--- src/rtl/uart_byte_rx_if.sv ---
// ============================================================================
//  Module      : uart_byte_rx_if
//  Description : Byte-output bundle of the UART receiver. The receiver drives
//                it through the master modport; the downstream pairing stage
//                reads it through the slave modport.
//  Signals     : po_data   [7:0]  last good byte, LSB received first
//                po_flag          one-cycle strobe, po_data updated this cycle
//                frame_err        one-cycle strobe, stop bit sampled low
//  Revision    : 1.0  initial release
// ============================================================================
`timescale 1ns/1ps
`default_nettype none

interface uart_byte_rx_if;
  logic [7:0] po_data;
  logic       po_flag;
  logic       frame_err;

  modport master (
    output po_data,
    output po_flag,
    output frame_err
  );

  modport slave (
    input po_data,
    input po_flag,
    input frame_err
  );
endinterface

`default_nettype wire

--- src/rtl/uart_byte_rx.sv ---
// ============================================================================
//  Module      : uart_byte_rx
//  Description : 8N1 UART receiver. Recovers bytes from the asynchronous
//                serial line and presents each one with a one-cycle strobe.
//                Frames whose stop bit is sampled low are discarded and
//                reported with a one-cycle frame_err pulse.
//  Ports       : sys_clk         in   system clock, rising edge
//                sys_rst         in   synchronous, active-high reset
//                rx              in   serial line, idle high, asynchronous
//                byte_if.master  out  po_data / po_flag / frame_err
//  Parameters  : CLK_FREQ   system clock frequency in Hz
//                BAUD_RATE  line rate in bit/s (CLK_FREQ/BAUD_RATE >= 4)
//  Revision    : 1.0  initial release
// ============================================================================
`timescale 1ns/1ps
`default_nettype none

module uart_byte_rx #(
  parameter int CLK_FREQ  = 50_000_000,
  parameter int BAUD_RATE = 9600
) (
  input  wire logic       sys_clk,
  input  wire logic       sys_rst,
  input  wire logic       rx,
  uart_byte_rx_if.master  byte_if
);

  localparam int BAUD_CNT = CLK_FREQ / BAUD_RATE;
  localparam int CNT_W    = (BAUD_CNT > 1) ? $clog2(BAUD_CNT) : 1;

  localparam logic [CNT_W-1:0] C_BAUD_LAST = CNT_W'(BAUD_CNT - 1);
  localparam logic [CNT_W-1:0] C_BAUD_HALF = CNT_W'(BAUD_CNT / 2);

  typedef enum logic [2:0] {
    S_IDLE  = 3'd0,
    S_START = 3'd1,
    S_DATA  = 3'd2,
    S_STOP  = 3'd3,
    S_BREAK = 3'd4
  } state_t;

  state_t           state_q;
  logic             rx_meta_q;
  logic             rx_sync_q;
  logic             rx_prev_q;
  logic [CNT_W-1:0] baud_cnt_q;
  logic [2:0]       bit_cnt_q;
  logic [7:0]       shift_q;
  logic [7:0]       po_data_q;
  logic             po_flag_q;
  logic             frame_err_q;

  logic             w_fall;
  logic             w_sample;

  // Synchroniser and edge registers reset to 0, so a line that is already
  // low when reset releases never looks like a falling edge.
  assign w_fall   = rx_prev_q & ~rx_sync_q;
  assign w_sample = (baud_cnt_q == C_BAUD_HALF);

  always_ff @(posedge sys_clk) begin
    if (sys_rst) begin
      state_q     <= S_IDLE;
      rx_meta_q   <= 1'b0;
      rx_sync_q   <= 1'b0;
      rx_prev_q   <= 1'b0;
      baud_cnt_q  <= '0;
      bit_cnt_q   <= 3'd0;
      shift_q     <= 8'h00;
      po_data_q   <= 8'h00;
      po_flag_q   <= 1'b0;
      frame_err_q <= 1'b0;
    end else begin
      rx_meta_q   <= rx;
      rx_sync_q   <= rx_meta_q;
      rx_prev_q   <= rx_sync_q;
      po_flag_q   <= 1'b0;
      frame_err_q <= 1'b0;

      // Free-running bit timer while a frame is in progress.
      if (state_q == S_IDLE) begin
        baud_cnt_q <= '0;
      end else if (baud_cnt_q == C_BAUD_LAST) begin
        baud_cnt_q <= '0;
      end else begin
        baud_cnt_q <= baud_cnt_q + CNT_W'(1);
      end

      case (state_q)
        S_IDLE: begin
          if (w_fall) begin
            state_q    <= S_START;
            baud_cnt_q <= '0;
          end
        end

        S_START: begin
          // A start bit that is high again at mid-bit was only a glitch.
          if (w_sample) begin
            if (!rx_sync_q) begin
              state_q   <= S_DATA;
              bit_cnt_q <= 3'd0;
            end else begin
              state_q   <= S_IDLE;
            end
          end
        end

        S_DATA: begin
          if (w_sample) begin
            shift_q <= {rx_sync_q, shift_q[7:1]};
            if (bit_cnt_q == 3'd7) begin
              state_q <= S_STOP;
            end else begin
              bit_cnt_q <= bit_cnt_q + 3'd1;
            end
          end
        end

        S_STOP: begin
          // Leaving at mid-stop-bit leaves half a bit to catch a following
          // start edge, so frames may arrive with no idle gap.
          if (w_sample) begin
            if (rx_sync_q) begin
              po_data_q <= shift_q;
              po_flag_q <= 1'b1;
              state_q   <= S_IDLE;
            end else begin
              frame_err_q <= 1'b1;
              state_q     <= S_BREAK;
            end
          end
        end

        S_BREAK: begin
          // Line held low after a bad stop bit: wait for it to recover.
          if (rx_sync_q) begin
            state_q <= S_IDLE;
          end
        end

        default: begin
          state_q <= S_IDLE;
        end
      endcase
    end
  end

  assign byte_if.po_data   = po_data_q;
  assign byte_if.po_flag   = po_flag_q;
  assign byte_if.frame_err = frame_err_q;

endmodule

`default_nettype wire

--- src/flat_wrapper.sv ---
// flat-port wrapper written by rule: the top's interface ports become plain ports
module uart_byte_rx_flat 
#(
  parameter int CLK_FREQ  = 50_000_000,
  parameter int BAUD_RATE = 9600
)
  (sys_clk, sys_rst, rx, byte_if_po_data, byte_if_po_flag, byte_if_frame_err);
  uart_byte_rx_if byte_if_i ();
  input  wire logic sys_clk;
  input  wire logic sys_rst;
  input  wire logic rx;
  output wire logic [$bits(byte_if_i.po_data)-1:0] byte_if_po_data;
  output wire logic [$bits(byte_if_i.po_flag)-1:0] byte_if_po_flag;
  output wire logic [$bits(byte_if_i.frame_err)-1:0] byte_if_frame_err;
  assign byte_if_po_data = byte_if_i.po_data;
  assign byte_if_po_flag = byte_if_i.po_flag;
  assign byte_if_frame_err = byte_if_i.frame_err;
  uart_byte_rx #(.CLK_FREQ(CLK_FREQ), .BAUD_RATE(BAUD_RATE)) u_core (.sys_clk(sys_clk), .sys_rst(sys_rst), .rx(rx), .byte_if(byte_if_i));
endmodule
--- config.mk ---
export PLATFORM = sky130hd
export DESIGN_NAME = uart_byte_rx_flat
export DESIGN_NICKNAME = d
export VERILOG_FILES = /design/src/rtl/uart_byte_rx_if.sv /design/src/rtl/uart_byte_rx.sv /design/src/flat_wrapper.sv
export SDC_FILE = /design/constraint.sdc
export NUM_CORES = 1
export LEC_CHECK = 0
export CORE_AREA = 2 2 76 60
export DETAILED_ROUTE_END_ITERATION = 8
export DIE_AREA = 0 0 78 62
export SLEW_MARGIN = 5
export SYNTH_ARGS = -nofsm -noshare
export SYNTH_HDL_FRONTEND = slang
export SYNTH_SLANG_ARGS = --single-unit
--- constraint.sdc ---
create_clock -name sys_clk -period 2.92 [get_ports sys_clk]
set_input_delay 0.584 -clock sys_clk [delete_from_list [all_inputs] [get_ports sys_clk]]
set_output_delay 0.584 -clock sys_clk [all_outputs]
set_load 0.02 [all_outputs]
==> impl_metrics.ini, run 1 <==
[route]
highest_layer = met4
met1_length_mm = 1.57
dr_wl_met3_um = 97
num_vias = 1256
drt_iter0_markers = 67
viasPerCell = 5.04
met2WireLength_mm = 1.39
firstDrtPassIters = 4
drc = 0
routed_wl_mm = 3.12
post_drt_wl_per_cell_um = 12.5
final_antenna_net_count = 0

[critical_path]
critPathArrivalTime_ps = 1250
ff2ff_path_depth = 6
required_ps = 2340
r2r_start = u_core.baud_cnt_q[0]
cp_cell_sequence = clkdlybuf4s50_1
reg2reg_setup_slack_ps = 1110
critical-path-max-stage-delay_ps = 600
start_kind = register
cp_slowest_cell = clkdlybuf4s50_1
path_depth = 1
crit_buf_inv = 1
cp-startpoint = u_core.byte_if.po_data[3]
critPathCapture = byte_if_po_data[3]
crit_path_end_kind = output port
crit_family = buffers and inverters
crit_fanout = 2
r2r-end = u_core.byte_if.po_data[1]
crit_type = register to output port

[yosys]
yosysUniqueCellTypes = 44
yosys.area_share.xor_xnor_pct = 3.92
synth_area_leaders = dfxtp_1, mux2i_1, nand2b_1
syn_nets = 184
avgSynthCellArea_um2 = 10.1
synth_top_family_by_area = simple AND/OR/NAND/NOR gates
yosys.area_share.simple_pct = 29.2
synth-seq-area-share_pct = 44.8
synth_edf_count = 0
synth-compound-area-share_pct = 4.13
yosysTopAreaCellShare_pct = 44.8
synth_ff_type = dfxtp_1
synth_seq_cells = 40
syn_inst = 177
yosys.area_share.adder_pct = 2.80
ys_async_sr_fraction_pct = 0
synthMuxAreaShare_pct = 12.1
ys.warnings.count = 0
synth_area_leader_cell = dfxtp_1
synth_area_um2 = 1790

[global_routing]
grt_max_degree = 23
grt_usage_pct = 14.3
globalRouteOverflowTotal = 0
grt_pass1_vias = 1183
antenna_found_initial = 0
grt_pass1_wl_mm = 5.24

[cells_and_area]
area_delta_synth_final_pct = 15.6
fillers = 392
drive_gt1_share_pct = 10.9
diodes = 0
finalNetCount = 198
design_area_um2 = 2060

[die]
die-area_um2 = 4840
coreArea_um2 = 4200
die_w_um = 78
rows = 21
start_util_pct = 42.5
die_y_um = 62
top_level_ports = 13

[sta]
final.period_utilization_pct = 62.6
tns_ps = 0
fmax_mhz = 547
fin_skew_ps = 12.2
hold_violations = 0
rsz0062_at_grt = false
slew_headroom_pct = 53.0
drv_slew = 0
setup_viol = 0
worstMarginPinSlew_ps = 700
period_minus_slack_ps = 1830
fin_hold_ws_ps = 440

[job]
drv_cap = 0

[hold_path]
worstHoldStart = u_core.rx_meta_q
min_path_type = register to register

[clock_tree]
h-tree-depth = 2
clock-sinks = 40
insertion_delay_ps = 300
cts_resized = 0
clk_pin_slew_ps = 90
clockBufferDepth = 2
postCtsSetupBuffers = 0
cts_made_buffers = 5
root_buffer = clkbuf_8
cts_tree = done
cts_hold_repair.buffers = 0

[placement]
gp_routability_congestion = 0.821
post-dp-hpwl_mm = 2.28
placed_cell_area_um2 = 1950
io_buffers = 12

[power]
power.leakage_uw = 0.000797
peakVddDrop_mv = 0.250
pwr_density_cell_nw_per_um2 = 500

[outcome]
status = complete, no violations
cells in the final DEF (no fill, tap or decap), types with 5 or more instances in the layout:
cell type	n
nor2_1	15
dfxtp_1	40
clkdlybuf4s50_1	12
inv_1	5
mux2i_1	20
xnor2_1	7
nand2b_1	20
nor3_1	6
nand2_1	9
clkbuf_8	5
synth_stat cells, types with 2 or more instances:
master and count:
nor2_1 15, dfxtp_1 40, mux2i_1 20, inv_1 5
nand2_1 9, nor3_1 6, nand4_1 2, nor4_1 4
clkbuf_1 3, a31oi_1 3, nor2b_1 3, nand3_1 4
xnor2_1 7, o21ai_0 3, ha_1 4, nand2b_1 20
a21oi_1 2
per-stage QoR:
step           worst slack (ps)  utilization, %  total power (uW)  std cells
2_1_floorplan              1310               -               577        177
3_3_place_gp               1070            46.4               582        241
3_5_place_dp               1000            46.4               583        241
4_1_cts                    1070            49.1              1040        249
5_1_grt                     961            49.1              1070        249
6_report                   1090            49.1              1030        249
kinds of logic after synthesis:
logic type,count (synthesis)
compound gates,11
flops,40
fa+ha+maj,4
xor+xnor,8
buf+inv,11
mux,21
simple gates,82
layer usage:
metal | track usage (%) | vias up
met5 | 0 | -
met3 | 4.05 | 7
li1 | - | 639
met4 | 8.02 | 0
met2 | 23.0 | 17
met1 | 17.8 | 593
where the power goes:
group          internal [uW]  switching [uW]
sequential               547            2.97
clock                    257             205
combinational           10.0            9.44
total                    815             218
flip-flops by register name, summed over array words and instances, names as in the netlist:
signal / cells
u_core.baud_cnt_q: 13
u_core.byte_if.po_data: 8
u_core.shift_q: 8
u_core.bit_cnt_q: 3
u_core.state_q: 3
u_core.byte_if.frame_err: 1
u_core.byte_if.po_flag: 1
u_core.rx_meta_q: 1
u_core.rx_prev_q: 1
u_core.rx_sync_q: 1
final cells by class:
| cell class | instances | area [um^2] | area share (%) |
|---|---|---|---|
| sequential | 40 | 801 | 38.8 |
| tap | 57 | 71.3 | 3.45 |
| multi-input combinational | 126 | 931 | 45.1 |
| timing repair buffer | 13 | 128 | 6.18 |
| inverter | 5 | 18.8 | 0.909 |
| clock inverter | 3 | 46.3 | 2.24 |
| clock buffer | 5 | 68.8 | 3.33 |
how the worst min path moves through the flow:
| stage | endpoint | slack (ps) | depth (start not counted) |
|---|---|---|---|
| after floorplan | u_core.rx_sync_q | 410 | 1 |
| after global placement | u_core.rx_sync_q | 420 | 1 |
| after detailed placement | u_core.rx_sync_q | 420 | 1 |
| after CTS | u_core.rx_sync_q | 450 | 1 |
| after global routing | u_core.rx_sync_q | 460 | 1 |
| final | u_core.rx_sync_q | 440 | 1 |
Power figures use the tool's default switching activity.
==> run 2: changes to the inputs <==
==> constraint.sdc (replaced) <==
create_clock -name sys_clk -period 1.55 [get_ports sys_clk]
set_input_delay 0.31 -clock sys_clk [delete_from_list [all_inputs] [get_ports sys_clk]]
set_output_delay 0.31 -clock sys_clk [all_outputs]
set_load 0.02 [all_outputs]
==> impl_metrics.ini, run 2 (synthesis gave the netlist of run 1 again) <==
[clock_tree]
cts_hold_repair.buffers = 0
insertion_delay_ps = 290
cts_tree = done
root_buffer = clkbuf_8
clock-sinks = 40
clockBufferDepth = 2
clk_pin_slew_ps = 80
h-tree-depth = 2
cts_made_buffers = 5

[critical_path]
crit_fanout = 2
cp-startpoint = u_core.baud_cnt_q[0]
crit_path_end_kind = register
critPathArrivalTime_ps = 1780
crit_type = register to register
required_ps = 1730
cp_cell_sequence = inv_1 > ha_1 > and4bb_1 > nand4b_1 > or3_4 > mux2_4
crit_buf_inv = 1
cp_slowest_cell = or3_4
path_depth = 6
start_kind = register
critPathCapture = u_core.bit_cnt_q[0]
crit_family = simple AND/OR/NAND/NOR gates
reg2reg_setup_slack_ps = -50
critical-path-max-stage-delay_ps = 360
r2r_start = u_core.baud_cnt_q[0]
r2r-end = u_core.bit_cnt_q[0]
ff2ff_path_depth = 6

[sta]
worstMarginPinSlew_ps = 373
fin_skew_ps = 6.72
rsz0062_at_grt = true
finalWorstSetupSlack_ps = -54.7
slew_headroom_pct = 75.1
drv_slew = 0
tns_ps = -104
final.period_utilization_pct = 104
hold_violations = 0
period_minus_slack_ps = 1600
setup_viol = 6
fmax_mhz = 623

[die]
start_util_pct = 42.5
die-area_um2 = 4840
rows = 21
die_w_um = 78
top_level_ports = 13
coreArea_um2 = 4200
die_y_um = 62

[cells_and_area]
finalNetCount = 224
layout_common_cells = dfxtp_1, buf_4, mux2i_1
post-route-util_pct = 56.4
drive_gt1_share_pct = 27.5
area_delta_synth_final_pct = 32.8
regMostFlops = u_core.baud_cnt_q
design_area_um2 = 2370
final_common_cell = dfxtp_1
largest_reg_flops = 13
diodes = 0

[placement]
place_ws_ps = -125
gp_routability_congestion = 0.844
placed_cell_area_um2 = 2190
io_buffers = 12
post-dp-hpwl_mm = 2.57

[route]
num_vias = 1339
routed_wl_mm = 3.37
firstDrtPassIters = 4
post_drt_wl_per_cell_um = 12.3
final_antenna_net_count = 0
drc = 0
drt_iter0_markers = 66
viasPerCell = 4.87

[outcome]
violations = negative setup slack
status = finished with violations

[global_routing]
grt_pass1_vias = 1274
grt_pass1_wl_mm = 5.60
globalRouteOverflowTotal = 0
antenna_found_initial = 0
grt_usage_pct = 15.1
grt_max_degree = 13

[hold_path]
min_path_type = register to register

[power]
power.leakage_uw = 0.00107
power.total_uw = 2010
pwr_density_cell_nw_per_um2 = 846
peakVddDrop_mv = 0.627

[job]
drv_cap = 0
==> run 2: cell types whose count changed in the layout (fill, tap and decap cells not counted), moves of 3 or more <==
cell / delta
clkdlybuf4s50_1: -9
buf_4: +25
dfxtp_2: +4
dfxtp_1: -4
dlymetal6s2s_1: +6
dlygate4sd2_1: +3
==> run 2: layout make-up <==
type / instances / area (um^2)
fill: 376 / 1830
multi-input combinational: 126 / 1000
sequential: 40 / 806
timing repair buffer: 39 / 347
clock buffer: 7 / 96.3
tap: 57 / 71.3
clock inverter: 1 / 30.0
inverter: 5 / 18.8
==> run 2: per-layer routing <==
metal / vias up / track usage, % / share of wire (%)
met5: - / 0 / 0
met4: 0 / 6.27 / 1.6
met2: 28 / 24.8 / 46
met1: 614 / 19.1 / 47
met3: 6 / 4.62 / 4.4
li1: 691 / - / -
==> run 2: power breakdown <==
part | switching [uW] | total, uW | internal, uW
logic | 26.9 | 60.0 | 33.1
registers | 2.01 | 1030 | 1030
clock network | 345 | 913 | 568
total | 374 | 2010 | 1630
==> run 2: how the worst min path moves through the flow <==
stage | cells past startpoint | start | slack (ps) | endpoint
floorplan | 1 | u_core.rx_meta_q | 410 | u_core.rx_sync_q
global placement | 1 | u_core.rx_meta_q | 420 | u_core.rx_sync_q
detailed placement | 1 | u_core.rx_meta_q | 450 | u_core.rx_sync_q
CTS | 1 | u_core.rx_meta_q | 460 | u_core.rx_sync_q
global route | 1 | u_core.rx_meta_q | 470 | u_core.rx_sync_q
finish | 1 | u_core.rx_meta_q | 460 | u_core.rx_sync_q
==> run 2: worst reg2reg max path, cell delays in order, from the launching register on <==
cell,delay (ps)
dfxtp_2,320
inv_1,50
ha_1,130
and4bb_1,220
nand4b_1,130
or3_4,360
mux2_4,300
==> run 2: what timing repair did <==
| item | CTS | global route |
|---|---|---|
| pin swaps | 3 | 0 |
| setup endpoints to repair | 25 | 30 |
| hold endpoints to repair | 0 | 0 |
| setup buffers | 0 | 0 |
| resized for setup | 4 | 12 |
| cloned | 0 | 0 |
==> run 2: per-stage QoR <==
step / instances / hold WS, ps
after floorplan: 177 / 414
after global placement: 267 / 418
after detailed placement: 267 / 452
after CTS: 275 / 462
after global routing: 275 / 471
final: 275 / 456
